## src/rtl/alu_muldiv.sv

```systemverilog
`default_nettype none
// ============================================================================
// Module   : alu_muldiv
// Purpose  : Multi-cycle multiply/divide unit with architectural HI/LO
//            registers. Executes MULT/MULTU/DIV/DIVU one bit per cycle
//            (shift-add multiply, restoring divide), services MTHI/MTLO,
//            and raises busy so the hazard unit can stall the pipeline.
// Ports    : clk    - rising-edge clock
//            rst    - synchronous active-high reset
//            start  - request, sampled only while idle
//            op     - 0 MULT, 1 MULTU, 2 DIV, 3 DIVU, 4 MTHI, 5 MTLO, 6/7 nop
//            a, b   - operands (a also carries MTHI/MTLO data)
//            flush  - abort any in-flight operation
//            busy   - high while an operation is in flight
//            done   - one-cycle pulse when HI/LO take a new result
//            hi, lo - HI / LO registers
// Revision : 1.0 - initial release
// ============================================================================
module alu_muldiv #(
    parameter int WIDTH = 32
) (
    input  logic             clk,
    input  logic             rst,
    input  logic             start,
    input  logic [2:0]       op,
    input  logic [WIDTH-1:0] a,
    input  logic [WIDTH-1:0] b,
    input  logic             flush,
    output logic             busy,
    output logic             done,
    output logic [WIDTH-1:0] hi,
    output logic [WIDTH-1:0] lo
);

    localparam int c_CW = $clog2(WIDTH);
    localparam logic [c_CW-1:0] c_LAST = c_CW'(WIDTH - 1);

    localparam logic [1:0] c_IDLE = 2'd0;
    localparam logic [1:0] c_RUN  = 2'd1;
    localparam logic [1:0] c_FIX  = 2'd2;

    localparam logic [2:0] c_OP_MULT  = 3'd0;
    localparam logic [2:0] c_OP_MULTU = 3'd1;
    localparam logic [2:0] c_OP_DIV   = 3'd2;
    localparam logic [2:0] c_OP_DIVU  = 3'd3;
    localparam logic [2:0] c_OP_MTHI  = 3'd4;
    localparam logic [2:0] c_OP_MTLO  = 3'd5;

    logic [1:0]         r_state;
    logic [c_CW-1:0]    r_cnt;
    logic               r_done;
    logic [WIDTH-1:0]   r_hi;
    logic [WIDTH-1:0]   r_lo;
    // Multiply: {partial product, remaining multiplier bits}.
    // Divide:   {partial remainder, dividend bits / quotient bits}.
    logic [2*WIDTH-1:0] r_acc;
    // Multiplicand magnitude (multiply) or divisor magnitude (divide).
    logic [WIDTH-1:0]   r_opnd;
    logic               r_is_div;
    logic               r_neg_lo;   // negate product / quotient
    logic               r_neg_hi;   // negate remainder (dividend sign)
    logic               r_divz;
    logic [WIDTH-1:0]   r_raw_a;

    // ------------------------------------------------------------------
    // Operand decode for the accept edge
    // ------------------------------------------------------------------
    logic             w_signed;
    logic             w_a_neg;
    logic             w_b_neg;
    logic [WIDTH-1:0] w_a_mag;
    logic [WIDTH-1:0] w_b_mag;

    assign w_signed = (op == c_OP_MULT) || (op == c_OP_DIV);
    assign w_a_neg  = w_signed & a[WIDTH-1];
    assign w_b_neg  = w_signed & b[WIDTH-1];
    // Negating MIN yields MIN, whose unsigned reading is the correct magnitude.
    assign w_a_mag  = w_a_neg ? (-a) : a;
    assign w_b_mag  = w_b_neg ? (-b) : b;

    // ------------------------------------------------------------------
    // One shift-add multiply step
    // ------------------------------------------------------------------
    logic [WIDTH:0]     w_mul_sum;
    logic [2*WIDTH-1:0] w_mul_next;

    assign w_mul_sum  = {1'b0, r_acc[2*WIDTH-1:WIDTH]} + {1'b0, r_opnd};
    assign w_mul_next = r_acc[0] ? {w_mul_sum, r_acc[WIDTH-1:1]}
                                 : {1'b0, r_acc[2*WIDTH-1:1]};

    // ------------------------------------------------------------------
    // One restoring divide step
    // ------------------------------------------------------------------
    logic [WIDTH:0]     w_div_top;
    logic               w_div_ok;
    logic [WIDTH-1:0]   w_div_diff;
    logic [2*WIDTH-1:0] w_div_next;

    // Remainder shifted left with the next dividend bit brought in.
    assign w_div_top  = r_acc[2*WIDTH-1:WIDTH-1];
    assign w_div_ok   = (w_div_top >= {1'b0, r_opnd});
    // When the subtraction is kept the difference is below the divisor,
    // so the low WIDTH bits hold it exactly.
    assign w_div_diff = w_div_top[WIDTH-1:0] - r_opnd;
    assign w_div_next = w_div_ok ? {w_div_diff, r_acc[WIDTH-2:0], 1'b1}
                                 : {r_acc[2*WIDTH-2:0], 1'b0};

    // ------------------------------------------------------------------
    // Sign correction applied in FIX
    // ------------------------------------------------------------------
    logic [2*WIDTH-1:0] w_prod;
    logic [WIDTH-1:0]   w_quo;
    logic [WIDTH-1:0]   w_rem;
    logic [WIDTH-1:0]   w_fix_hi;
    logic [WIDTH-1:0]   w_fix_lo;

    assign w_prod = r_neg_lo ? (-r_acc) : r_acc;
    assign w_quo  = r_neg_lo ? (-r_acc[WIDTH-1:0]) : r_acc[WIDTH-1:0];
    assign w_rem  = r_neg_hi ? (-r_acc[2*WIDTH-1:WIDTH]) : r_acc[2*WIDTH-1:WIDTH];

    always_comb begin
        w_fix_hi = w_prod[2*WIDTH-1:WIDTH];
        w_fix_lo = w_prod[WIDTH-1:0];
        if (r_is_div) begin
            if (r_divz) begin
                // Divide by zero: quotient all ones, HI keeps the raw dividend.
                w_fix_hi = r_raw_a;
                w_fix_lo = '1;
            end else begin
                w_fix_hi = w_rem;
                w_fix_lo = w_quo;
            end
        end
    end

    // ------------------------------------------------------------------
    // Control FSM and architectural registers
    // ------------------------------------------------------------------
    always_ff @(posedge clk) begin
        if (rst) begin
            r_state  <= c_IDLE;
            r_cnt    <= '0;
            r_done   <= 1'b0;
            r_hi     <= '0;
            r_lo     <= '0;
            r_acc    <= '0;
            r_opnd   <= '0;
            r_is_div <= 1'b0;
            r_neg_lo <= 1'b0;
            r_neg_hi <= 1'b0;
            r_divz   <= 1'b0;
            r_raw_a  <= '0;
        end else begin
            r_done <= 1'b0;
            case (r_state)
                c_IDLE: begin
                    if (start && !flush) begin
                        case (op)
                            c_OP_MULT, c_OP_MULTU: begin
                                r_acc    <= {{WIDTH{1'b0}}, w_b_mag};
                                r_opnd   <= w_a_mag;
                                r_is_div <= 1'b0;
                                r_neg_lo <= w_a_neg ^ w_b_neg;
                                r_neg_hi <= w_a_neg ^ w_b_neg;
                                r_divz   <= 1'b0;
                                r_raw_a  <= a;
                                r_cnt    <= '0;
                                r_state  <= c_RUN;
                            end
                            c_OP_DIV, c_OP_DIVU: begin
                                r_acc    <= {{WIDTH{1'b0}}, w_a_mag};
                                r_opnd   <= w_b_mag;
                                r_is_div <= 1'b1;
                                r_neg_lo <= w_a_neg ^ w_b_neg;
                                r_neg_hi <= w_a_neg;
                                r_divz   <= (b == '0);
                                r_raw_a  <= a;
                                r_cnt    <= '0;
                                r_state  <= c_RUN;
                            end
                            c_OP_MTHI: r_hi <= a;
                            c_OP_MTLO: r_lo <= a;
                            default: ;
                        endcase
                    end
                end

                c_RUN: begin
                    if (flush) begin
                        r_state <= c_IDLE;
                    end else begin
                        r_acc <= r_is_div ? w_div_next : w_mul_next;
                        r_cnt <= r_cnt + c_CW'(1);
                        if (r_cnt == c_LAST) begin
                            r_state <= c_FIX;
                        end
                    end
                end

                c_FIX: begin
                    r_state <= c_IDLE;
                    if (!flush) begin
                        r_hi   <= w_fix_hi;
                        r_lo   <= w_fix_lo;
                        r_done <= 1'b1;
                    end
                end

                default: r_state <= c_IDLE;
            endcase
        end
    end

    assign busy = (r_state != c_IDLE);
    assign done = r_done;
    assign hi   = r_hi;
    assign lo   = r_lo;

endmodule
`default_nettype wire

```

## config.mk

```make
export PLATFORM = sky130hd
export DESIGN_NAME = alu_muldiv
export DESIGN_NICKNAME = d
export VERILOG_FILES = /design/src/rtl/alu_muldiv.sv
export SDC_FILE = /design/constraint.sdc
export NUM_CORES = 1
export LEC_CHECK = 0
export BUFFER_PORTS_ARGS = -buffer_cell sky130_fd_sc_hd__buf_2
export CORE_UTILIZATION = 62
export CTS_BUF_LIST = sky130_fd_sc_hd__clkbuf_16
export DETAILED_ROUTE_END_ITERATION = 6
export HOLD_SLACK_MARGIN = 0.06
export PLACE_DENSITY = 0.92
export SYNTH_ARGS = -nofsm -noshare
export SYNTH_HDL_FRONTEND = slang
export SYNTH_SLANG_ARGS = --single-unit
```

## constraint.sdc

```tcl
create_clock -name clk -period 4.6 [get_ports clk]
set_input_delay 1.15 -clock clk [delete_from_list [all_inputs] [get_ports clk]]
set_output_delay 1.15 -clock clk [all_outputs]
set_load 0.1 [all_outputs]
```

# ---- Yosys cells after proc, flatten, opt, wreduce, memory -nomap -nowiden
# Index checks and enable logic that the tools add are counted.
dict set report op_classes {
  addsub 8
  n_lt_le_gt_ge 1
  n_eq_ne 16
  mux 38
  n_bitwise 4
  reduce_logical 21
}
# op count
set ops {}
lappend ops {{32-bit 2-to-1 mux} 14}
lappend ops {{64-bit 2-to-1 mux} 6}
lappend ops {{64-bit case mux with 2 select lines} 2}
lappend ops {{32-bit case mux with 2 select lines} 3}
lappend ops {{32-bit negation} 4}
lappend ops {{64-bit negation} 1}
lappend ops {{32-bit by 32-bit adder with 33-bit output} 1}
lappend ops {{33-bit by 32-bit >= comparator with 1-bit output} 1}
lappend ops {{32-bit zero test} 1}
lappend ops {{32-bit subtractor} 1}
lappend ops {{4-bit AND reduction} 4}
lappend ops {{5-bit 2-to-1 mux} 3}
lappend ops {{5-bit case mux with 2 select lines} 1}
lappend ops {{3-bit AND reduction} 3}
lappend ops {{2-bit 2-to-1 mux} 4}
lappend ops {{2-bit inequality test, second input constant} 4}
lappend ops {{2-bit nonzero test} 4}
lappend ops {{3-bit by 2-bit equality test with 1-bit output, second input constant} 2}
lappend ops {{3-bit equality test, second input constant} 2}
lappend ops {{1-bit case mux with 2 select lines} 3}
lappend ops {{2-bit OR reduction} 3}
lappend ops {{5-bit by 1-bit adder with 5-bit output, second input constant} 1}
lappend ops {{5-bit equality test, second input constant} 1}
lappend ops {{2-bit by 1-bit inequality test with 1-bit output, second input constant} 2}
lappend ops {{16 further kinds} 17}
dict set report totals {
  register_bits 204
  inputBits 71
  elab_cells 100
}

# ---- Logic depth before layout (Yosys ltp)
# Gate-level depths: netlist of run 1.
dict set report depth {
  depth_word 7
  ltp_mapped 14
  depth_no_buf 13
}

# ---- Worst setup path after synthesis of run 1
# Ideal clock, no wire load.
dict set report synth_timing {
  path_kind {input port to flip-flop}
  startpoint {input port b[11]}
  endpoint {register r_acc[20]}
  setup_time_ns 0.078
  arrival_ns 3.638
  required_time_ns 4.522
  path_slack_ns 0.884
  path_stages 10
  n_path_buf 1
  cell_sequence {or4_1 > or4_1 > clkbuf_1 > or4_1 > o41ai_1 > xnor2_1 > nor2_1 > o22ai_1 > nor2_1 > nor3_1}
}
dict set report synth_via {
  elab_chain_len 5
}
# item line
set synth_rtl {}
lappend synth_rtl {{from (decl)} 27} ;# input logic [WIDTH-1:0] b,
lappend synth_rtl {{32-bit negation} 79} ;# assign w_b_mag = w_b_neg ? (-b) : b;
lappend synth_rtl {{32-bit 2-to-1 mux} 79}
lappend synth_rtl {{64-bit case mux with 2 select lines} 158} ;# case (op)
lappend synth_rtl {{64-bit 2-to-1 mux} 157} ;# if (start && !flush) begin
lappend synth_rtl {{64-bit case mux with 2 select lines} 155} ;# case (r_state)
lappend synth_rtl {{to (signal assigned)} 160} ;# r_acc <= {{WIDTH{1'b0}}, w_b_mag};
lappend synth_rtl {{to (signal assigned)} 171} ;# r_acc <= {{WIDTH{1'b0}}, w_a_mag};
lappend synth_rtl {{to (signal assigned)} 192} ;# r_acc <= r_is_div ? w_div_next : w_mul_next;
lappend synth_rtl {{to (decl)} 56} ;# logic [2*WIDTH-1:0] r_acc;
# Every way passes these cells. The select of a mux whose other input is x is not followed.
# A chain may end at the register's enable or synchronous reset.

# ---- Worst setup path after layout of run 1
dict set report layout_timing {
  startpoint {register r_acc[33]}
  endpoint {register r_acc[40]}
}
dict set report layout_via {
  elab_chain_len 5
}
# item line
set layout_rtl {}
lappend layout_rtl {{32-bit by 32-bit adder with 33-bit output, or another cell as far along} 87} ;# assign w_mul_sum = {1'b0, r_acc[2*WIDTH-1:WIDTH]} + {1'b0, r_opnd};
lappend layout_rtl {{64-bit 2-to-1 mux, on equally long branches} {88, 105}}
lappend layout_rtl {{64-bit 2-to-1 mux *} 192}
lappend layout_rtl {{64-bit 2-to-1 mux *} 189} ;# if (flush) begin
lappend layout_rtl {{64-bit case mux with 2 select lines *} 155}
# Every way passes the cells marked *; elsewhere a longest branch is shown, timed or not. The select of a mux whose other input is x is not followed.

==> flow_summary_export.csv, run 1 <==
group,metric,value,unit
sta,slew_headroom,0.226,
logic_synthesis,syn-instance-count,2384,
clocking,clkLatencyLatePin,560,ps
placed_design,globalplace.congestion,1.05,
die,die_h,168,microns
critical_path,cp_slowest_stage_delay,770,ps
status,violations,"DRC",
global_routing,antenna_found_initial,0,
route,ant_nets,0,
pwr,swShare,0.345,
status,outcome,"complete, but fails checks",
logic_synthesis,synth_flop_cell,"dfxtp_1",
logic_synthesis,synth.avg_cell_area,7.14,sq um
clocking,cts_setup_buffers,0,
critical_path,critical_path.max_fanout,25,
final_layout,seqCellArea,4090,sq um
logic_synthesis,ys_seq_area_frac,0.240,
logic_synthesis,syn-cell-area,17000,sq um
logic_synthesis,synth_seq_cells,204,
sta,setup_viol,0,
sta,rsz0062_at_grt,"false",
clocking,cts-hold-fix-buffers,0,
die,core_area,27000,sq um
route,wl,65.1,mm
logic_synthesis,synth_top_area_frac,0.240,
flow_run,drv_cap,0,
global_routing,grt-ovfl-total,0,
critical_path,crit_start,"r_acc[33]",
die,die-area,28100,sq um
clocking,cts_tree,"done",
sta,period_share,0.831,
global_routing,grt_max_degree,71,
route,dr.pass1.iters,7,
logic_synthesis,async_flop_share,0,
pwr,clockPowerShare,0.375,
clocking,numCtsBuffers,24,
pwr,seqPwrFrac,0.380,
critical_path,worst_setup_path_end_kind,"register",
route,drc,1,
logic_synthesis,ys_types,81,
clocking,cts.htree.levels,1,
final_layout,fin_cells,2755,
clocking,clkSinkCount,204,
critical_path,crit_family,"compound AO/OA/AOI/OAI gates",
final_layout,multi_input_area,12000,sq um
pwr,p_sw,1.73,mW
sta,tightestPinTransition,1160,ps
placed_design,dp_cells,2709,
sta,fmaxAchievable,0.262,GHz
placed_design,hpwlAfterDp,47.7,mm
critical_path,path_class,"register to register",
final_layout,num-fill-cells,2319,
pwr,p_comb_frac,0.246,
pwr,power.leakage,7.31,nW
logic_synthesis,yosys.area.top_type,"dfxtp_1",
global_routing,grt_use_total,0.454,
logic_synthesis,yosys-top-cells-area,"dfxtp_1 (24%), nand2_1 (7.7%), xnor2_1 (6.7%)",
critical_path,worstSetupStartpointType,"register",
route,vias,19130,
logic_synthesis,yosysWarningCount,0,
critical_path,critPathRequiredTime,5030,ps
die,num_rows,60,
clocking,path_clk_slew,60,ps
placed_design,io_buffers,136,
clocking,cts_root_buffer,"clkbuf_16",
clocking,clock_path_buffers,3,
die,start_util,0.632,
logic_synthesis,syn-num-nets,2527,
sta,skew,31.1,ps
die,die_w,168,microns
worst_hold_path,hold_class,"register to register",
die,io_pins,137,
logic_synthesis,synth_edf_count,0,
global_routing,grt_pass1_wl,99.9,mm
route,drt-initial-drc-count,2684,
pwr,intPower,3.29,mW
final_layout,layout-drive-gt1-share,0.109,
sta,finalCriticalPeriod,3820,ps
clocking,ctsResizeCount,0,
critical_path,arrival,4250,ps
critical_path,worstPathCellList,"ha_1 -> a21oi_1 -> a21oi_1 -> o211ai_1 -> nand3_1 -> a41oi_4 -> buf_4 -> nor2_1 -> a21oi_1 -> a21oi_1 -> a22o_1",
final_layout,layout_common_cells,"nand2_1 (348), a21oi_1 (228), dfxtp_1 (203), nor2_1 (200), o21ai_0 (140)",
worst_hold_path,worstHoldStart,"hi[30]",
pwr,powerDensity,270,nW/um^2
critical_path,path_buf_inv,1,
final_layout,syn2layout_area_growth,9.18,%
sta,slew_viol_final,0,
critical_path,crit_top_cell,"a21oi_1",
final_layout,final_common_cell,"nand2_1",
route,viasPerCell,6.94,
sta,setup_tns,0,ps
route,routedWlPerCell,23.6,microns
global_routing,grt_pass1_vias,17840,
critical_path,slowest_stage,"a41oi_4",
sta,final_hold_viol_count,0,
final_layout,fin_nets,2537,
critical_path,r2r_start,"r_acc[33]",
pwr,ir_worst_vdd,0.292,mV
-- final timing paths --
| kind | endpoint | slack [ps] | depth (start not counted) |
|---|---|---|---|
| hold reg to reg | hi[30] | 450 | 2 |
| hold / removal | hi[30] | 450 | 2 |
| setup / recovery | r_acc[40] | 780 | 11 |
| setup reg to reg | r_acc[40] | 780 | 11 |
-- sequential cells by signal, summed over array words and instances (netlist names) --
register / count
r_cnt: 5
hi: 32
r_opnd: 32
done: 1
r_raw_a: 32
lo: 32
r_state: 2
r_divz: 1
r_neg_lo: 1
r_neg_hi: 1
r_is_div: 1
r_acc: 64
-- tightest hold or removal path, cell delays in order (launching register included) --
cell	delay, ps
dfxtp_1	310
nand2_1	50
nand2_1	40
-- layout make-up --
class	instances	area share
Antenna cell	4	0.000539
Clock buffer	24	0.0323
Clock inverter	18	0.00882
Inverter	60	0.0121
Multi-Input combinational cell	1910	0.643
Sequential cell	204	0.220
Tap cell	341	0.0230
Timing Repair Buffer	194	0.0602
-- synthesized netlist by cell type (50+ instances only) --
master / n
a21oi_1: 228
clkbuf_1: 191
dfxtp_1: 204
ha_1: 70
inv_1: 59
mux2i_1: 64
nand2_1: 348
nand3_1: 51
nor2_1: 203
nor3_1: 68
o211ai_1: 50
o21ai_0: 140
xnor2_1: 131
xor2_1: 60
-- cell families after synthesis --
kind of cell,after synthesis,share of synthesized area
AND/OR/NAND/NOR,848,0.227
AO/OA/AOI/OAI,730,0.279
buffers and inverters,270,0.0612
flip-flops,204,0.240
XOR/XNOR,191,0.0983
adder cells (fa/ha/maj),72,0.0538
multiplexers,69,0.0409
-- power by group through the flow --
| stage | combinational [mW] | sequential, mW | clock, mW |
|---|---|---|---|
| floorplan | 0.789 | 1.95 | 0 |
| global placement | 1.16 | 1.93 | 0 |
| detailed placement | 1.18 | 1.94 | 0 |
| CTS | 1.19 | 1.90 | 1.88 |
| global route | 1.31 | 1.91 | 1.95 |
| finish | 1.23 | 1.91 | 1.88 |
-- metrics by stage --
stage	worst slack, ps	hold slack (ps)	power, mW	util	area [sq um]
finish	776	452	5.02	0.690	18600
global route	598	469	5.17	0.689	18600
CTS	873	448	4.96	0.689	18600
detailed placement	588	434	3.12	0.661	17800
global placement	628	436	3.10	0.661	17800
floorplan	884	431	2.74	-	17000
-- layer usage --
metal / routed length (microns) / GRT usage
met5: 0 / 0
met4: 5230 / 0.318
met3: 7600 / 0.0931
met2: 27800 / 0.695
met1: 24400 / 0.572
Note: power is estimated with default switching activity, not from simulation.
==> inputs of run 2 (changes only) <==
- CORE_UTILIZATION: 62 -> 56
- PLACE_DENSITY: 0.92 -> 0.88
- clock period: 4.6 -> 3.3 ns (I/O delays scaled with it)
==> run 2 against run 1 <==
The run still ends with DRC left. Cell count rose by 7.9%. Largest power group is now the clock network. Register-to-register slack got worse by 680 ps. Setup slack got worse by 680 ps. Largest cell class unchanged.
==> flow_summary_export.csv, run 2 (synthesis gave the netlist of run 1 again) <==
group,metric,value,unit
status,outcome,"complete, but fails checks",
status,violations,"DRC",
critical_path,rr_endpoint,"r_acc[59]",
critical_path,worstSetupStartpointType,"register",
critical_path,r2r_start,"r_opnd[4]",
placed_design,placed_area,19200,sq um
critical_path,reg2reg_setup_slack,100,ps
global_routing,grt_pass1_wl,106,mm
worst_hold_path,worstHoldStart,"lo[9]",
sta,final_hold_viol_count,0,
placed_design,hpwlAfterDp,52.9,mm
global_routing,grt-ovfl-total,0,
final_layout,largest_register_ffs,64,
pwr,power.leakage,8.24,nW
pwr,clockPowerShare,0.386,
sta,finalCriticalPeriod,3200,ps
pwr,seqPwrFrac,0.341,
clocking,path_clk_slew,60,ps
sta,setup_tns,0,ps
worst_hold_path,hold_class,"register to register",
critical_path,path_class,"register to register",
pwr,intPower,5.05,mW
final_layout,layout-drive-gt1-share,0.178,
final_layout,regMostFlops,"r_acc",
global_routing,grt_max_degree,71,
die,start_util,0.571,
pwr,ir_worst_vdd,0.372,mV
final_layout,layout_common_cells,"nand2_1 (347), a21oi_1 (224), buf_4 (219), dfxtp_1 (201), nor2_1 (200)",
die,die_w,176,microns
sta,fmaxAchievable,0.312,GHz
sta,holdWs,453,ps
pwr,power.total,7.66,mW
sta,tightestPinTransition,1160,ps
die,die_h,176,microns
die,io_pins,137,
route,dr.pass1.iters,7,
route,ant_nets,0,
global_routing,grt_pass1_vias,18317,
clocking,cts.htree.levels,1,
placed_design,io_buffers,136,
placed_design,globalplace.congestion,1.08,
worst_hold_path,min_path_cells,2,
worst_hold_path,holdPathEnd,"lo[9]",
flow_run,drv_cap,0,
clocking,cts_tree,"done",
global_routing,grt_use_total,0.443,
critical_path,crit_top_cell,"buf_4",
critical_path,worst_setup_path_end_kind,"register",
sta,slew_headroom,0.224,
route,vias,19973,
critical_path,critical_path.max_fanout,6,
placed_design,place_ws,-415,ps
final_layout,num-fill-cells,2598,
critical_path,arrival,3680,ps
route,viasPerCell,6.72,
clocking,clock_path_buffers,3,
final_layout,seqCellArea,4090,sq um
route,wl,70.8,mm
sta,period_share,0.970,
route,drt-initial-drc-count,2885,
final_layout,multi_input_area,12100,sq um
pwr,swShare,0.340,
critical_path,worstPathCellList,"inv_1 -> ha_1 -> nand4_1 -> a21oi_2 -> buf_4 -> nor2_1 -> o221a_2 -> o31ai_1 -> buf_4 -> mux2i_1 -> o311ai_1 -> buf_4 -> nand2_1 -> o21ai_0",
final_layout,syn2layout_area_growth,18.6,%
global_routing,antenna_found_initial,2,
critical_path,crit_family,"compound AO/OA/AOI/OAI gates",
sta,skew,18.7,ps
die,core_area,29800,sq um
pwr,p_sw,2.61,mW
route,drc,1,
final_layout,final_common_cell,"nand2_1",
sta,rsz0062_at_grt,"true",
sta,setup_viol,0,
die,num_rows,63,
sta,layout_setup_ws,98.4,ps
critical_path,path_buf_inv,4,
route,routedWlPerCell,23.8,microns
clocking,clkSinkCount,204,
sta,slew_viol_final,0,
clocking,numCtsBuffers,25,
pwr,p_comb_frac,0.273,
final_layout,fin_nets,2705,
critical_path,slowest_stage,"dfxtp_1",
clocking,cts-hold-fix-buffers,0,
critical_path,cp_slowest_stage_delay,410,ps
critical_path,critPathRequiredTime,3780,ps
die,die-area,31100,sq um
clocking,clkLatencyLatePin,560,ps
clocking,cts_root_buffer,"clkbuf_16",
pwr,powerDensity,380,nW/um^2
final_layout,design_area,20200,sq um
critical_path,reg2regPathDepth,14,
run 2: layout make-up:
class                           count  area share
Clock inverter                     18      0.0104
Antenna cell                        4    0.000496
Timing Repair Buffer              361       0.122
Inverter                           60      0.0112
Sequential cell                   204       0.203
Tap cell                          390      0.0242
Multi-Input combinational cell   1910       0.597
Clock buffer                       26      0.0322
run 2: stage by stage:
step                      instances   util
after floorplan                2384      -
after global placement         2924  0.645
after detailed placement       2924  0.645
after CTS                      2968  0.674
after global routing           2969  0.677
final                          2973  0.678
run 2: metal layers:
metal	vias to the layer above	global-route usage	wire [microns]
met5	-	0	0
met2	1413	0.659	29500
li1	8968	-	-
met4	0	0.252	4760
met3	316	0.130	9800
met1	9276	0.570	26700
run 2: power by group through the flow:
stage / sequential [mW] / clock, mW / combinational [mW]
floorplan: 2.72 / 0 / 1.10
global placement: 2.66 / 0 / 1.93
detailed placement: 2.66 / 0 / 1.96
CTS: 2.61 / 2.93 / 1.98
global route: 2.62 / 3.05 / 2.21
finish: 2.61 / 2.96 / 2.09
run 2: repair_timing:
item	4_1_cts	5_1_grt
gates resized for setup	1	26
pin swaps	0	6
setup buffers	0	1
setup endpoints to repair	1	30
run 2: worst max-delay path by stage:
stage	from	end	slack, ps	depth (start not counted)
finish	r_opnd[4]	r_acc[59]	100	14
global route	r_acc[34]	r_acc[40]	-20	14
CTS	r_acc[31]	r_acc[62]	3	13
detailed placement	a[19]	r_opnd[31]	-420	10
global placement	a[19]	r_opnd[31]	-330	10
floorplan	b[11]	r_acc[20]	10	10
run 2: tightest hold or removal path, stage by stage (launching register included):
cell and delay (ps):
dfxtp_1 310, nand2_1 50, a21oi_1 50
